$ cat src/rtl/mem_bus_access.sv
// Data-memory bus access stage: runs one req/addr_ok/data_ok transaction per
// accepted load or store, stalls the pipeline meanwhile, and returns extended load data.
module mem_bus_access #(
    parameter int ADDR_WIDTH = 32,
    parameter int DATA_WIDTH = 32
) (
    input  logic                  clk,
    input  logic                  reset,
    input  logic                  reqValid,
    input  logic                  writeEnable,
    input  logic                  readEnable,
    input  logic [1:0]            widthCtrl,
    input  logic                  signExtend,
    input  logic [ADDR_WIDTH-1:0] address,
    input  logic [DATA_WIDTH-1:0] writeData,
    input  logic                  flush,
    output logic                  stall,
    output logic                  readDataValid,
    output logic [DATA_WIDTH-1:0] readDataOut,
    output logic                  bus_req,
    output logic                  bus_wr,
    output logic [1:0]            bus_size,
    output logic [ADDR_WIDTH-1:0] bus_addr,
    output logic [3:0]            bus_wstrb,
    output logic [DATA_WIDTH-1:0] bus_wdata,
    input  logic                  bus_addr_ok,
    input  logic                  bus_data_ok,
    input  logic [DATA_WIDTH-1:0] bus_rdata
);

    localparam logic [1:0] memWidth1 = 2'd0;
    localparam logic [1:0] memWidth2 = 2'd1;
    localparam logic [1:0] memWidth4 = 2'd2;

    typedef enum logic [1:0] {IDLE, REQ, RESP, DONE} state_t;

    state_t                  state;
    state_t                  stateNext;
    logic                    accept;
    logic                    killed;
    logic                    latWr;
    logic [1:0]              latSize;
    logic [ADDR_WIDTH-1:0]   latAddr;
    logic [3:0]              latWstrb;
    logic [DATA_WIDTH-1:0]   latWdata;
    logic                    latSigned;

    function automatic logic [1:0] busSize(input logic [1:0] width);
        case (width)
            memWidth1: busSize = memWidth1;
            memWidth2: busSize = memWidth2;
            default:   busSize = memWidth4;
        endcase
    endfunction

    function automatic logic [3:0] laneStrobe(input logic [1:0] size, input logic [1:0] lowAddr);
        case (size)
            memWidth1: laneStrobe = 4'b0001 << lowAddr;
            memWidth2: laneStrobe = lowAddr[1] ? 4'b1100 : 4'b0011;
            default:   laneStrobe = 4'b1111;
        endcase
    endfunction

    function automatic logic [DATA_WIDTH-1:0] extractLoad(
        input logic [DATA_WIDTH-1:0] rdata,
        input logic [1:0]            size,
        input logic [1:0]            lowAddr,
        input logic                  sgn
    );
        logic [DATA_WIDTH-1:0] shifted;
        logic [7:0]            byteVal;
        logic [15:0]           halfVal;
        shifted = rdata >> {lowAddr, 3'b000};
        byteVal = shifted[7:0];
        halfVal = lowAddr[1] ? rdata[31:16] : rdata[15:0];
        case (size)
            memWidth1: extractLoad = {{24{sgn & byteVal[7]}}, byteVal};
            memWidth2: extractLoad = {{16{sgn & halfVal[15]}}, halfVal};
            default:   extractLoad = rdata;
        endcase
    endfunction

    assign accept = ((state == IDLE) || (state == DONE)) && reqValid &&
                    (readEnable || writeEnable) && !flush;

    always_comb begin
        stateNext = state;
        case (state)
            IDLE, DONE: stateNext = accept ? REQ : IDLE;
            REQ: begin
                if (bus_addr_ok)
                    stateNext = RESP;
                else if (flush)
                    stateNext = IDLE;
            end
            RESP: begin
                if (bus_data_ok)
                    stateNext = DONE;
            end
            default: stateNext = IDLE;
        endcase
    end

    // Request latch, kill tracking and registered load result
    always_ff @(posedge clk) begin
        if (reset) begin
            state         <= IDLE;
            killed        <= 1'b0;
            latWr         <= 1'b0;
            latSize       <= 2'd0;
            latAddr       <= '0;
            latWstrb      <= 4'd0;
            latWdata      <= '0;
            latSigned     <= 1'b0;
            readDataValid <= 1'b0;
            readDataOut   <= '0;
        end else begin
            state         <= stateNext;
            readDataValid <= 1'b0;
            if (accept) begin
                latWr     <= writeEnable;
                latSize   <= busSize(widthCtrl);
                latAddr   <= address;
                latWstrb  <= writeEnable ? laneStrobe(busSize(widthCtrl), address[1:0]) : 4'd0;
                latWdata  <= writeData;
                latSigned <= signExtend;
            end
            if (state == REQ && bus_addr_ok && flush)
                killed <= 1'b1;
            // A flush arriving with data_ok still suppresses the result.
            if (state == RESP) begin
                if (bus_data_ok) begin
                    killed <= 1'b0;
                    if (!latWr && !killed && !flush) begin
                        readDataOut   <= extractLoad(bus_rdata, latSize, latAddr[1:0], latSigned);
                        readDataValid <= 1'b1;
                    end
                end else if (flush) begin
                    killed <= 1'b1;
                end
            end
        end
    end

    // Bus side is driven purely from the latched request
    assign stall     = accept || (state == REQ) || (state == RESP);
    assign bus_req   = (state == REQ);
    assign bus_wr    = latWr;
    assign bus_size  = latSize;
    assign bus_addr  = latAddr;
    assign bus_wstrb = latWstrb;
    assign bus_wdata = latWdata;

endmodule
$ cat config.mk
export PLATFORM = sky130hd
export DESIGN_NAME = mem_bus_access
export DESIGN_NICKNAME = d
export VERILOG_FILES = /design/src/rtl/mem_bus_access.sv
export SDC_FILE = /design/constraint.sdc
export NUM_CORES = 1
export LEC_CHECK = 0
export ABC_AREA = 0
export ABC_CLOCK_PERIOD_IN_PS = 2000
export BUFFER_PORTS_ARGS = -buffer_cell sky130_fd_sc_hd__buf_2
export CAP_MARGIN = 20
export CELL_PAD_IN_SITES_DETAIL_PLACEMENT = 1
export CELL_PAD_IN_SITES_GLOBAL_PLACEMENT = 1
export CORE_ASPECT_RATIO = 1.1
export CORE_MARGIN = 2
export CORE_UTILIZATION = 33
export CTS_BUF_LIST = sky130_fd_sc_hd__clkbuf_8
export CTS_CLUSTER_DIAMETER = 80
export DETAILED_ROUTE_END_ITERATION = 7
export PLACE_DENSITY = 0.89
export SETUP_SLACK_MARGIN = 0.2
export SYNTH_ARGS = -nofsm -noshare
export SYNTH_HDL_FRONTEND = slang
export SYNTH_SLANG_ARGS = --single-unit
$ cat constraint.sdc
create_clock -name clk -period 2 [get_ports clk]
set_input_delay 0.1 -clock clk [delete_from_list [all_inputs] [get_ports clk]]
set_output_delay 0.1 -clock clk [all_outputs]
set_load 0.005 [all_outputs]
======== Yosys cells after proc, flatten, opt, wreduce, memory -nomap -nowiden ========
Cells that the tools add are included.
Widths: inputs -> output; s select.
cells by class
  equal/unequal tests ..................... 8
  shift operators ......................... 2
  muxes and demuxes ....................... 18
  bitwise gates (word level) .............. 4
  reductions and logical operators ........ 22
operators by type and width
  operator             number
  $pmux 32 s2          1
  $shr 32x5->8         1
  $mux 16              1
  $mux 2               5
  $eq 2x1->1 const B   4
  $logic_not 2->1      4
  $mux 4               2
  $pmux 4 s2           1
  $logic_and 1x1->1    7
  $mux 1               6
  $pmux 2 s3           1
  $eq 2x2->1 const B   2
  $logic_or 1x1->1     4
  $pmux 2 s2           1
  $shl 1x2->4 const A  1
  $logic_not 1->1      3
  $ne 3x2->1 const B   1
  $reduce_and 3->1     1
  $reduce_or 3->1      1
  $and 1x1->1          2
  $ne 2x2->1 const B   1
  $not 1->1            2
  $reduce_and 2->1     1
  $reduce_or 2->1      1
word-level totals
  bits in registers ....................... 108
  bits of input ports ..................... 107
  output and inout port bits .............. 106
  word-level logic and storage cells ...... 64

======== Logic depth before layout (Yosys ltp) ========
Gate-level depths: netlist of run 1.
  depth in word-level cells ............... 10
  gate-level depth with buffers ........... 8
  gate-level depth less buffers ........... 6

======== Worst setup path before layout of run 1 ========
Ideal clock, no wire load.
  path type ............................... register -> register
  from .................................... register state[0]
  to ...................................... register readDataOut[4]
  library setup time ...................... 0.132 ns
  arrival ................................. 1.658 ns
  data required time ...................... 1.868 ns
  setup slack ............................. 0.210 ns
  stages on the path, launching flop included .. 9
  period minus slack after synthesis ...... 1.790 ns
  cell sequence ........................... dfxtp_1 > inv_1 > ha_1 > nand2_2 > or4_1 > buf_2 > clkbuf_1 > a211oi_1 > nor3_1
on the way
  word-level cells in the longest chain between the ends .. 2
ends and longest elaborated chain
  element                     RTL line  RTL
  start: declaration          37        state_t state;
  start signal: assignment    118       state <= stateNext;
  $eq 2x2->1                  131       if (state == RESP) begin
  $reduce_and 3->1 (no line)  n/a
  end signal: assignment      135       readDataOut <= extractLoad(bus_rdata, latSize, latAddr[1:0], latSigned);
  end: declaration            19        output logic [DATA_WIDTH-1:0] readDataOut,
No other way between the ends.
A chain may end at the register's enable or synchronous reset.

======== Worst setup path after layout of run 1 ========
  from .................................... register state[0]
  to ...................................... output port stall
on the way
  word-level cells in the longest chain between the ends .. 7
ends and longest elaborated chain
  element                                        RTL line  RTL
  $eq 2x2->1 or $logic_not 2->1 (tied branches)  83        assign accept = ((state == IDLE) || (state == DONE)) && reqValid &&
  $logic_or 1x1->1                               83
  $logic_and 1x1->1 (2 in a row)                 83
  $logic_and 1x1->1                              84        (readEnable || writeEnable) && !flush;
  $logic_or 1x1->1                               146       assign stall = accept || (state == REQ) || (state == RESP);
  $logic_or 1x1->1 *                             146
  end: declaration                               17        output logic stall,
Mark *: on every way between the ends. The rest lies on a longest branch, timed or not.

==> key figures, run 1 <==
Logic synthesis
  • Post-synth top area share: roughly half
  • Synthesized cell area: 0.00442 mm2
  • Synth Instances: 550
  • Post-synth EDFFs: 0
  • Syn nets: 659
  • Syn_area_per_cell: 8.04 um2
  • Post-synthesis async set-or-reset flop share: 0%
  • Synth Register Bits: 108
  • Cell taking the most area after synthesis: dfxtp_1
  • Top_reg_cell synth: dfxtp_1
  • Count leader, synth: nand2_1
  • Synth top area cells: dfxtp_1 49%, nand2_1 14%, a21oi_1 9.4%
  • Synth cell count leaders: 163 x nand2_1, 108 x dfxtp_1, 83 x a21oi_1, 35 x nor2_1, 28 x clkbuf_1
  • YS warnings: 0
  • Sequential-to-total area share from yosys stat: between 40% and 50%
  • Unique masters post-synth: 40

Routing
  • Vias per inst: between 5 and 6
  • Via count: about 5,000
  • DR WL/cell: 17.4 um
  • Initial DRC Count: 316
  • Initial DRT Pass Iterations: 4
  • Drc violations: 0
  • Post-route ant nets: 0
  • Total routed wirelength: 17.3 mm

Worst hold path
  • Worst hold path depth: 3
  • WHS Endpoint: killed
  • Worst min-delay path category: in2reg
  • Hold_sp: bus_data_ok

Status
  • Status: complete, no violations

Clocking
  • CTS tree: built
  • CTS Buf Count: 9
  • CTS root buf: clkbuf_8
  • CTS sink count: ~110
  • CTS max path bufs: 2
  • H-tree levels: 3
  • Clock insertion delay at the later pin of the skew report: 0.38 ns
  • Clock Pin Slew Worst Setup and Hold Paths: 0.10 ns

Setup path
  • Critical Path AT: 1.77 ns
  • Worst setup path category: reg2out
  • Reg2Reg Launch Point: state[0]
  • CP required: roughly 1.9 ns
  • Largest fanout on the critical path: 2
  • RR Endpoint: readDataOut[29]
  • Flop2flop setup slack: 0.24 ns
  • Worst Setup Start Kind: flip-flop
  • Setup crit end kind: output port
  • R2R depth: 8

Global routing
  • Via count of the first global-routing pass: 5,420
  • Grt total ovfl: 0
  • Largest net degree at the start of global routing: 50
  • First-pass GRT wire length: about 27 mm
  • Global Route Usage Sum: 24.1%
  • Initial antenna violation count: 2

Timing
  • Unrepaired setup endpoints after global routing: yes
  • Minimum clock period after layout: 1.87 ns
  • Peak Freq: 534 MHz
  • Fin crit share: roughly 94%
  • Headroom to the max-slew limit: 61.5%
  • Final setup viols: 0
  • Slew @ Worst Pin: 0.578 ns
  • Slew Viols, Final: 0
  • Setup_tns: 0 ns
  • Worst Skew: 0.00967 ns
  • Hold Fails Final Rpt: 0

Placed design
  • IO buf count: 212
  • Dpl hpwl: 10.5 mm
  • GPL Wtd Cong: around 0.81

Floorplanning
  • Die width: 114 um
  • Placeable Area: between 0.01 and 0.015 mm2
  • Die height: between 100 and 150 um
  • Standard-cell rows: 44
  • DIE AREA: 0.0143 mm2
  • I/O pins: 213
  • Effective utilization at floorplan: about a third

Power
  • P_leak: 0.00297 uW
  • Power Density: 626 mW/mm2
  • Peak VDD IR: 343 uV

Final layout
  • Area Overhead vs Synth: 53.1%
  • Share of cells above drive strength 1: 32.4%
  • NumNets Final: 935
  • Final core utilization: approximately half

Job
  • Number of max-cap violations: 0
[worst max-delay path, cell delays in order (launching register included)]
cell	delay [ns]
dfxtp_2	0.34
inv_2	0.05
ha_4	0.22
and3b_2	0.21
o21a_4	0.12
or3_4	0.34
buf_6	0.12
[state kept, by name, summed over array words and instances (netlist names)]
signal / flops
bus_wr: 1
readDataOut: 32
latSigned: 1
killed: 1
bus_wdata: 32
bus_size: 2
readDataValid: 1
state: 2
bus_wstrb: 4
bus_addr: 32
[logic make-up (layout without fill, tap and decap cells)]
group / count (synthesis) / after routing / share of synthesized area (%)
other cells: 0 / 3 / 0
fa+ha+maj: 2 / 2 / 0.566
simple gates: 220 / 220 / 20.2
buf+inv: 58 / 338 / 5.49
mux: 17 / 17 / 4.44
compound gates: 145 / 145 / 20.4
flops: 108 / 108 / 48.9
[stage by stage]
stage	setup slack, ns	power, uW	instances	hold slack [ns]	cell area (um2)
CTS	0.0741	4250	985	0.00175	6680
floorplan	0.210	2540	550	0.236	4420
detailed placement	0.141	2820	894	0.348	5700
global placement	0.214	2810	894	0.341	5700
global route	0.0671	4430	991	0.00596	6760
finish	0.129	4240	994	0.0252	6770
[report_power, final]
| part | switching [uW] | total (uW) | internal, uW |
|---|---|---|---|
| clock | 724 | 1300 | 578 |
| combinational | 333 | 681 | 347 |
| sequential | 42.0 | 2260 | 2210 |
| total | 1100 | 4240 | 3140 |
[placed cells by master, fill, tap and decap left out, drive strengths merged, types with 14 or more instances in the layout]
cell         netlist  routed
dfxtp            108     108
a211oi            25      25
clkbuf            28      14
mux2i             14      14
a21oi             83      83
nor2              35      35
dlygate4sd3        0      73
inv               14      15
buf               16     235
nand2            164     164
[cell type report]
cell class / count / area (um2)
Sequential cell: 108 / 2170
Clock buffer: 13 / 179
Antenna cell: 3 / 7.51
Multi-Input combinational cell: 384 / 2060
Tap cell: 161 / 201
Clock inverter: 2 / 8.76
Fill cell: 1619 / 6390
Inverter: 14 / 52.6
Timing Repair Buffer: 309 / 2090
[routing by layer]
metal  global-route usage (%)  wire length [um]
met5                        0                11
met4                     11.7               694
met3                     6.50              1070
met2                     44.2              8990
met1                     24.9              6570
[how the worst max path moves through the flow]
stage	endpoint	start	depth (start not counted)	slack, ns
6_report	stall	state[0]	6	0.13
5_1_grt	stall	state[0]	6	0.07
2_1_floorplan	readDataOut[4]	state[0]	8	0.21
4_1_cts	stall	state[0]	6	0.07
3_5_place_dp	readDataOut[29]	state[0]	8	0.14
3_3_place_gp	readDataOut[27]	state[0]	8	0.21
[repair_timing]
item                       4_1_cts  5_1_grt
resized for setup                9        7
buffers inserted                 3        5
setup endpoints to repair       20       43
hold endpoints to repair        73        0
hold buffers                    73        0
cloned                           0        1
pin swaps                        1        1
No activity file was read; power rests on OpenSTA's default activity.
==> inputs of run 2 (changes only) <==
--- a/config.mk
+++ b/config.mk
@@ -17,6 +17,7 @@
 export CTS_BUF_LIST = sky130_fd_sc_hd__clkbuf_8
 export CTS_CLUSTER_DIAMETER = 80
 export DETAILED_ROUTE_END_ITERATION = 7
+export HOLD_SLACK_MARGIN = 0.12
 export PLACE_DENSITY = 0.89
 export SETUP_SLACK_MARGIN = 0.2
 export SYNTH_ARGS = -nofsm -noshare
==> run 2 against run 1 <==
Against the previous run: critical path type unchanged; non-clock buffer count grew 24; utilization increased by 1.9 points; power grew 1.5%; first-iteration DRC count shrank 25%; largest cell class is now non-clock buffers; maximum frequency shrank 0.93%; clock power is essentially flat; routed wire length is 7.5% higher; flip-flop and latch count is the same; design area increased by 3.8%; final cell count grew 2.2%; global-route usage rose by 1.3 points; combinational power is 7.8% higher.
==> key figures, run 2 (same netlist as run 1, synthesis figures left out) <==
Timing
  • Hold WS: 0.155 ns (was 0.0252 ns)
  • Slew Viols, Final: 0 (unchanged)
  • Peak Freq: 529 MHz (was 534 MHz)
  • Setup_tns: 0 ns (unchanged)
  • Worst Skew: 0.00384 ns (was 0.00967 ns)
  • Hold Fails Final Rpt: 0 (unchanged)
  • Fin crit share: 94.4% (was 93.6%)
  • Final setup viols: 0 (unchanged)
  • Headroom to the max-slew limit: 61.3% (was 61.5%)
  • Slew @ Worst Pin: 0.580 ns (was 0.578 ns)
  • Unrepaired setup endpoints after global routing: yes (unchanged)
  • Minimum clock period after layout: 1.89 ns (was 1.87 ns)

Floorplanning
  • Standard-cell rows: 44 (unchanged)
  • DIE AREA: 0.0143 mm2 (unchanged)
  • Effective utilization at floorplan: 33.6% (unchanged)
  • I/O pins: 213 (unchanged)
  • Die height: 125 um (unchanged)
  • Placeable Area: 0.0132 mm2 (unchanged)
  • Die width: 114 um (unchanged)

Setup path
  • Critical Path AT: 1.79 ns (was 1.77 ns)
  • Worst Setup Start Kind: flip-flop (unchanged)
  • Crit-path leading delay family: simple AND/OR/NAND/NOR gates (unchanged)
  • WP buf/inv: 2 (unchanged)
  • Setup crit end kind: output port (unchanged)
  • Worst setup path category: reg2out (unchanged)
  • CP Cell Sequence: inv_2 -> ha_4 -> and3b_2 -> o21a_4 -> or3_4 -> buf_6 (unchanged)
  • R2R depth: 8 (unchanged)
  • Reg2Reg Launch Point: state[0] (unchanged)
  • CP required: 1.90 ns (about the same)
  • Crit path launch: state[0] (unchanged)
  • Max stage delay cell, worst path: dfxtp_2 (unchanged)
  • Largest fanout on the critical path: 3 (was 2)
  • RR Endpoint: readDataOut[25] (was readDataOut[29])
  • Max incr delay on CP: 0.34 ns (about the same)
  • Flop2flop setup slack: 0.21 ns (was 0.24 ns)

Routing
  • Post-route ant nets: 0 (unchanged)
  • Drc violations: 0 (unchanged)
  • Total routed wirelength: 18.6 mm (was 17.3 mm)
  • Vias per inst: 5.11 (was 5.03)
  • Initial DRC Count: 238 (was 316)
  • Via count: 5,195 (was 4,999)
  • DR WL/cell: 18.3 um (was 17.4 um)
  • Initial DRT Pass Iterations: 4 (unchanged)

Final layout
  • Final cell count without fillers: 1,016 (was 994)
  • Multi-input gate area: 0.00206 mm2 (unchanged)
  • Most frequent cells in the layout: 210 x buf_2, 163 x nand2_1, 105 x dfxtp_1 (unchanged)
  • Area Overhead vs Synth: 58.8% (was 53.1%)
  • NumNets Final: 959 (was 935)
  • Fill cells: 1,580 (was 1,619)
  • Share of cells above drive strength 1: 31.6% (was 32.4%)
  • Reg area: 0.00217 mm2 (unchanged)
  • Commonest non-fill, non-tap cell in the layout: buf_2 (unchanged)

Clocking
  • CTS sink count: 108 (unchanged)
  • H-tree levels: 3 (unchanged)
  • CTS tree: built (unchanged)
  • CTS max path bufs: 2 (unchanged)
  • CTS root buf: clkbuf_8 (unchanged)
  • Clock insertion delay at the later pin of the skew report: 0.38 ns (about the same)
  • Clock Pin Slew Worst Setup and Hold Paths: 0.10 ns (about the same)
  • CTS Buf Count: 9 (unchanged)

Global routing
  • Initial antenna violation count: 2 (unchanged)
  • Largest net degree at the start of global routing: 50 (unchanged)
  • First-pass GRT wire length: 28.8 mm (was 27.3 mm)
  • Via count of the first global-routing pass: 5,611 (was 5,420)
  • Global Route Usage Sum: 25.4% (was 24.1%)
  • Grt total ovfl: 0 (unchanged)

Job
  • Number of max-cap violations: 0 (unchanged)

Placed design
  • IO buf count: 212 (unchanged)
  • Placed cells: 894 (unchanged)
  • GPL Wtd Cong: 0.806 (unchanged)
  • Dpl hpwl: 10.5 mm (unchanged)

Status
  • Status: complete, no violations (unchanged)

Worst hold path
  • Worst hold path depth: 4 (was 3)
  • Hold_sp: widthCtrl[0] (was bus_data_ok)
  • WHS Endpoint: bus_size[0] (was killed)
  • Worst min-delay path category: in2reg (unchanged)

Power
  • Peak VDD IR: 342 uV (was 343 uV)
  • Power Density: 612 mW/mm2 (was 626 mW/mm2)
  • Final Power: 4300 uW (was 4240 uW)
  • P_leak: 0.00308 uW (was 0.00297 uW)
run 2: worst max-delay path by stage:
stage | to | depth (start not counted)
floorplan | readDataOut[4] | 8
global placement | readDataOut[27] | 8
detailed placement | readDataOut[29] | 8
CTS | stall | 6
global route | stall | 6
finish | stall | 6
run 2: worst min-delay path: stages:
cell     delay (ns)
buf_2          0.11
inv_1          0.09
or3_1          0.13
a21oi_1        0.07
run 2: area by class of cell:
cell class	count	area share, %
well taps	161	2.87
inverters	14	0.748
clock buffers	13	2.55
repair buffers	333	33.5
multi-input cells	384	29.3
clock inverters	2	0.125
flip-flops and latches	108	30.8
diodes	1	0.0356
run 2: repair_timing:
action,CTS,global route
setup buffers,3,4
hold endpoints to repair,100,0
pin swaps,1,1
gates cloned,0,3
hold buffers,96,0
endpoints found under the setup margin,20,56
gates resized for setup,9,7
run 2: routing by layer:
metal / up-vias / track usage [%] / share of wire, %
li1: 2469 / - / -
met1: 2452 / 26.0 / 37
met2: 212 / 46.4 / 52
met3: 60 / 6.98 / 6.5
met4: 2 / 13.6 / 4.4
met5: - / 0 / 0.070
run 2: metrics by stage:
| step | util, % | setup slack [ns] | instance area [um2] |
|---|---|---|---|
| after global placement | 43.3 | 0.214 | 5700 |
| after detailed placement | 43.3 | 0.141 | 5700 |
| after floorplan | - | 0.210 | 4420 |
| after CTS | 52.5 | 0.0741 | 6910 |
| final | 53.4 | 0.111 | 7020 |
| after global routing | 53.4 | 0.0425 | 7020 |
run 2: report_power, final:
group	total, uW	internal, uW	switching, uW
logic	734	383	351
registers	2260	2210	41.7
clock network	1310	578	732
==> inputs of run 3 (changes only) <==
--- a/config.mk
+++ b/config.mk
@@ -7,16 +7,16 @@
 export LEC_CHECK = 0
 export ABC_AREA = 0
 export ABC_CLOCK_PERIOD_IN_PS = 2000
-export BUFFER_PORTS_ARGS = -buffer_cell sky130_fd_sc_hd__buf_2
 export CAP_MARGIN = 20
 export CELL_PAD_IN_SITES_DETAIL_PLACEMENT = 1
 export CELL_PAD_IN_SITES_GLOBAL_PLACEMENT = 1
 export CORE_ASPECT_RATIO = 1.1
 export CORE_MARGIN = 2
-export CORE_UTILIZATION = 33
+export CORE_UTILIZATION = 46
 export CTS_BUF_LIST = sky130_fd_sc_hd__clkbuf_8
 export CTS_CLUSTER_DIAMETER = 80
 export DETAILED_ROUTE_END_ITERATION = 7
+export DONT_BUFFER_PORTS = 1
 export HOLD_SLACK_MARGIN = 0.12
 export PLACE_DENSITY = 0.89
 export SETUP_SLACK_MARGIN = 0.2
==> constraint.sdc (replaced) <==
create_clock -name clk -period 2 [get_ports clk]
set_input_delay 0.4 -clock clk [delete_from_list [all_inputs] [get_ports clk]]
set_output_delay 0.4 -clock clk [all_outputs]
set_load 0.005 [all_outputs]
==> run 3 against run 2 <==
Against the previous run: the flow now finishes with violations (setup timing); non-clock buffer count down 312; sequential power about the same; sequential share of layout area rose by 13 points; maximum frequency shrank 8.4%; worst setup slack lost 0.17 ns; clock power grew 16%.
==> key figures, run 3 (same netlist as run 1, synthesis figures left out) <==
Timing
  • Slew Viols, Final: 0 (unchanged)
  • Worst Skew: 0.00609 ns (was 0.00384 ns)
  • Fin crit share: 103% (was 94.4%)
  • Minimum clock period after layout: 2.06 ns (was 1.89 ns)
  • Headroom to the max-slew limit: 65.2% (was 61.3%)
  • Final setup viols: 1 (was 0)
  • Setup_tns: -0.0622 ns (was 0 ns)
  • Unrepaired setup endpoints after global routing: yes (unchanged)
  • Peak Freq: 485 MHz (was 529 MHz)
  • Hold Fails Final Rpt: 0 (unchanged)
  • Worst Setup Slack, final: -0.0622 ns (was 0.111 ns)
  • Slew @ Worst Pin: 0.521 ns (was 0.580 ns)

Global routing
  • Global Route Usage Sum: 24.1% (was 25.4%)
  • Via count of the first global-routing pass: 4,016 (was 5,611)
  • Grt total ovfl: 0 (unchanged)
  • First-pass GRT wire length: 20.2 mm (was 28.8 mm)
  • Initial antenna violation count: 0 (was 2)
  • Largest net degree at the start of global routing: 104 (was 50)

Floorplanning
  • Die height: 107 um (was 125 um)
  • Standard-cell rows: 37 (was 44)
  • Effective utilization at floorplan: 47.3% (was 33.6%)
  • I/O pins: 213 (unchanged)
  • DIE AREA: 0.0104 mm2 (was 0.0143 mm2)
  • Die width: 97.5 um (was 114 um)
  • Placeable Area: 0.00935 mm2 (was 0.0132 mm2)

Clocking
  • CTS Buf Count: 9 (unchanged)
  • CTS tree: built (unchanged)
  • Clock Pin Slew Worst Setup and Hold Paths: 0.10 ns (about the same)
  • CTS max path bufs: 2 (unchanged)
  • CTS root buf: clkbuf_8 (unchanged)
  • H-tree levels: 3 (unchanged)
  • Clock insertion delay at the later pin of the skew report: 0.36 ns (was 0.38 ns)
  • CTS sink count: 108 (unchanged)

Setup path
  • Crit path launch: state[0] (unchanged)
  • Worst Setup Start Kind: flip-flop (unchanged)
  • CP required: 1.60 ns (was 1.90 ns)
  • Setup crit end: stall (unchanged)
  • Setup crit end kind: output port (unchanged)
  • Flop2flop setup slack: 0.18 ns (was 0.21 ns)
  • Largest fanout on the critical path: 3 (unchanged)
  • R2R depth: 7 (was 8)
  • Reg2Reg Launch Point: state[1] (was state[0])
  • Worst setup path category: reg2out (unchanged)
  • RR Endpoint: readDataOut[22] (was readDataOut[25])
  • Critical Path AT: 1.66 ns (was 1.79 ns)

Routing
  • Vias per inst: 5.79 (was 5.11)
  • Via count: 3,820 (was 5,195)
  • Initial DRT Pass Iterations: 4 (unchanged)
  • Post-route ant nets: 0 (unchanged)
  • Initial DRC Count: 120 (was 238)
  • Total routed wirelength: 13.0 mm (was 18.6 mm)
  • DR WL/cell: 19.7 um (was 18.3 um)
  • Drc violations: 0 (unchanged)

Final layout
  • Most frequent cells in the layout: 163 x nand2_1, 105 x dfxtp_1, 83 x a21oi_1 (was 210 x buf_2, 163 x nand2_1, 105 x dfxtp_1)
  • Share of cells above drive strength 1: 10.3% (was 31.6%)
  • Design area: 0.00493 mm2 (was 0.00702 mm2)
  • Area Overhead vs Synth: 11.5% (was 58.8%)
  • # diodes: 0 (was 1)
  • NumNets Final: 647 (was 959)
  • Commonest non-fill, non-tap cell in the layout: nand2_1 (was buf_2)

Power
  • P_leak: 0.00168 uW (was 0.00308 uW)
  • Peak VDD IR: 466 uV (was 342 uV)
  • Power Density: 832 mW/mm2 (was 612 mW/mm2)

Status
  • Status: finished, violations left (was complete, no violations)
  • Violated checks: setup timing

Job
  • Number of max-cap violations: 0 (unchanged)

Placed design
  • GPL Wtd Cong: 0.859 (was 0.806)
  • Placed Instance Area: 0.00454 mm2 (was 0.00570 mm2)
  • IO buf count: 0 (was 212)
  • Dpl hpwl: 9.21 mm (was 10.5 mm)

Worst hold path
  • Worst min-delay path category: in2reg (unchanged)
[run 3: cell count changes in the layout (fill, tap and decap cells not counted), moves of 2 or more]
cell           before  now
a221oi_1            2    0
buf_2             210    0
bufinv_16           0    2
a221oi_2            0    2
dlygate4sd3_1      96    0
buf_6               4    1
buf_4              14   12
[run 3: what timing repair did]
| item | in CTS | in global routing |
|---|---|---|
| setup endpoints to repair | 82 | 82 |
| gates cloned | 0 | 1 |
| resized for setup | 6 | 14 |
| pin swaps | 1 | 0 |
| hold endpoints to repair | 101 | 101 |
| buffers inserted | 3 | 4 |
[run 3: layer usage]
| metal | global-route usage [%] | routed length (um) |
|---|---|---|
| met2 | 42.3 | 6600 |
| met1 | 25.0 | 4720 |
| met3 | 9.78 | 1320 |
| met5 | 0 | 0 |
| met4 | 11.7 | 383 |
[run 3: final cells by class]
class / instances / area, um2
sequential: 108 / 2170
clock buffer: 12 / 165
fill: 1124 / 4420
inverter: 14 / 52.6
multi-input combinational: 384 / 2070
timing repair buffer: 21 / 262
tap: 117 / 146
clock inverter: 4 / 70.1
[run 3: critical path, stage by stage (launching register included)]
cell and delay (ns):
dfxtp_2 0.35, inv_2 0.04, ha_4 0.21, and3b_2 0.21
o21a_4 0.13, or3_1 0.36
[run 3: through the flow]
stage	setup WS, ns	hold WS (ns)	std cells	total power (uW)	utilization, %
after CTS	-0.0862	0.0810	655	4110	51.5
after global routing	-0.117	0.0682	660	4260	52.7
after global placement	0.195	0.459	636	2570	48.5
final	-0.0622	0.0969	660	4100	52.7
after detailed placement	0.0883	0.463	636	2600	48.5
after floorplan	0.210	0.448	550	2550	-
[run 3: worst min path at each step]
stage,slack (ns),cells after the start,endpoint,start
after floorplan,0.45,2,readDataOut[10],readDataOut[10]
after global placement,0.46,2,bus_wdata[27],bus_wdata[27]
after detailed placement,0.46,2,bus_wdata[10],bus_wdata[10]
after CTS,0.08,1,bus_wdata[0],reset
after global routing,0.07,1,bus_addr[1],reset
final,0.1,1,readDataOut[26],reset
[run 3: report_power, final]
| group | switching, uW | internal (uW) | total, uW |
|---|---|---|---|
| sequential | 58.6 | 2210 | 2270 |
| combinational | 169 | 134 | 303 |
| clock | 717 | 805 | 1520 |
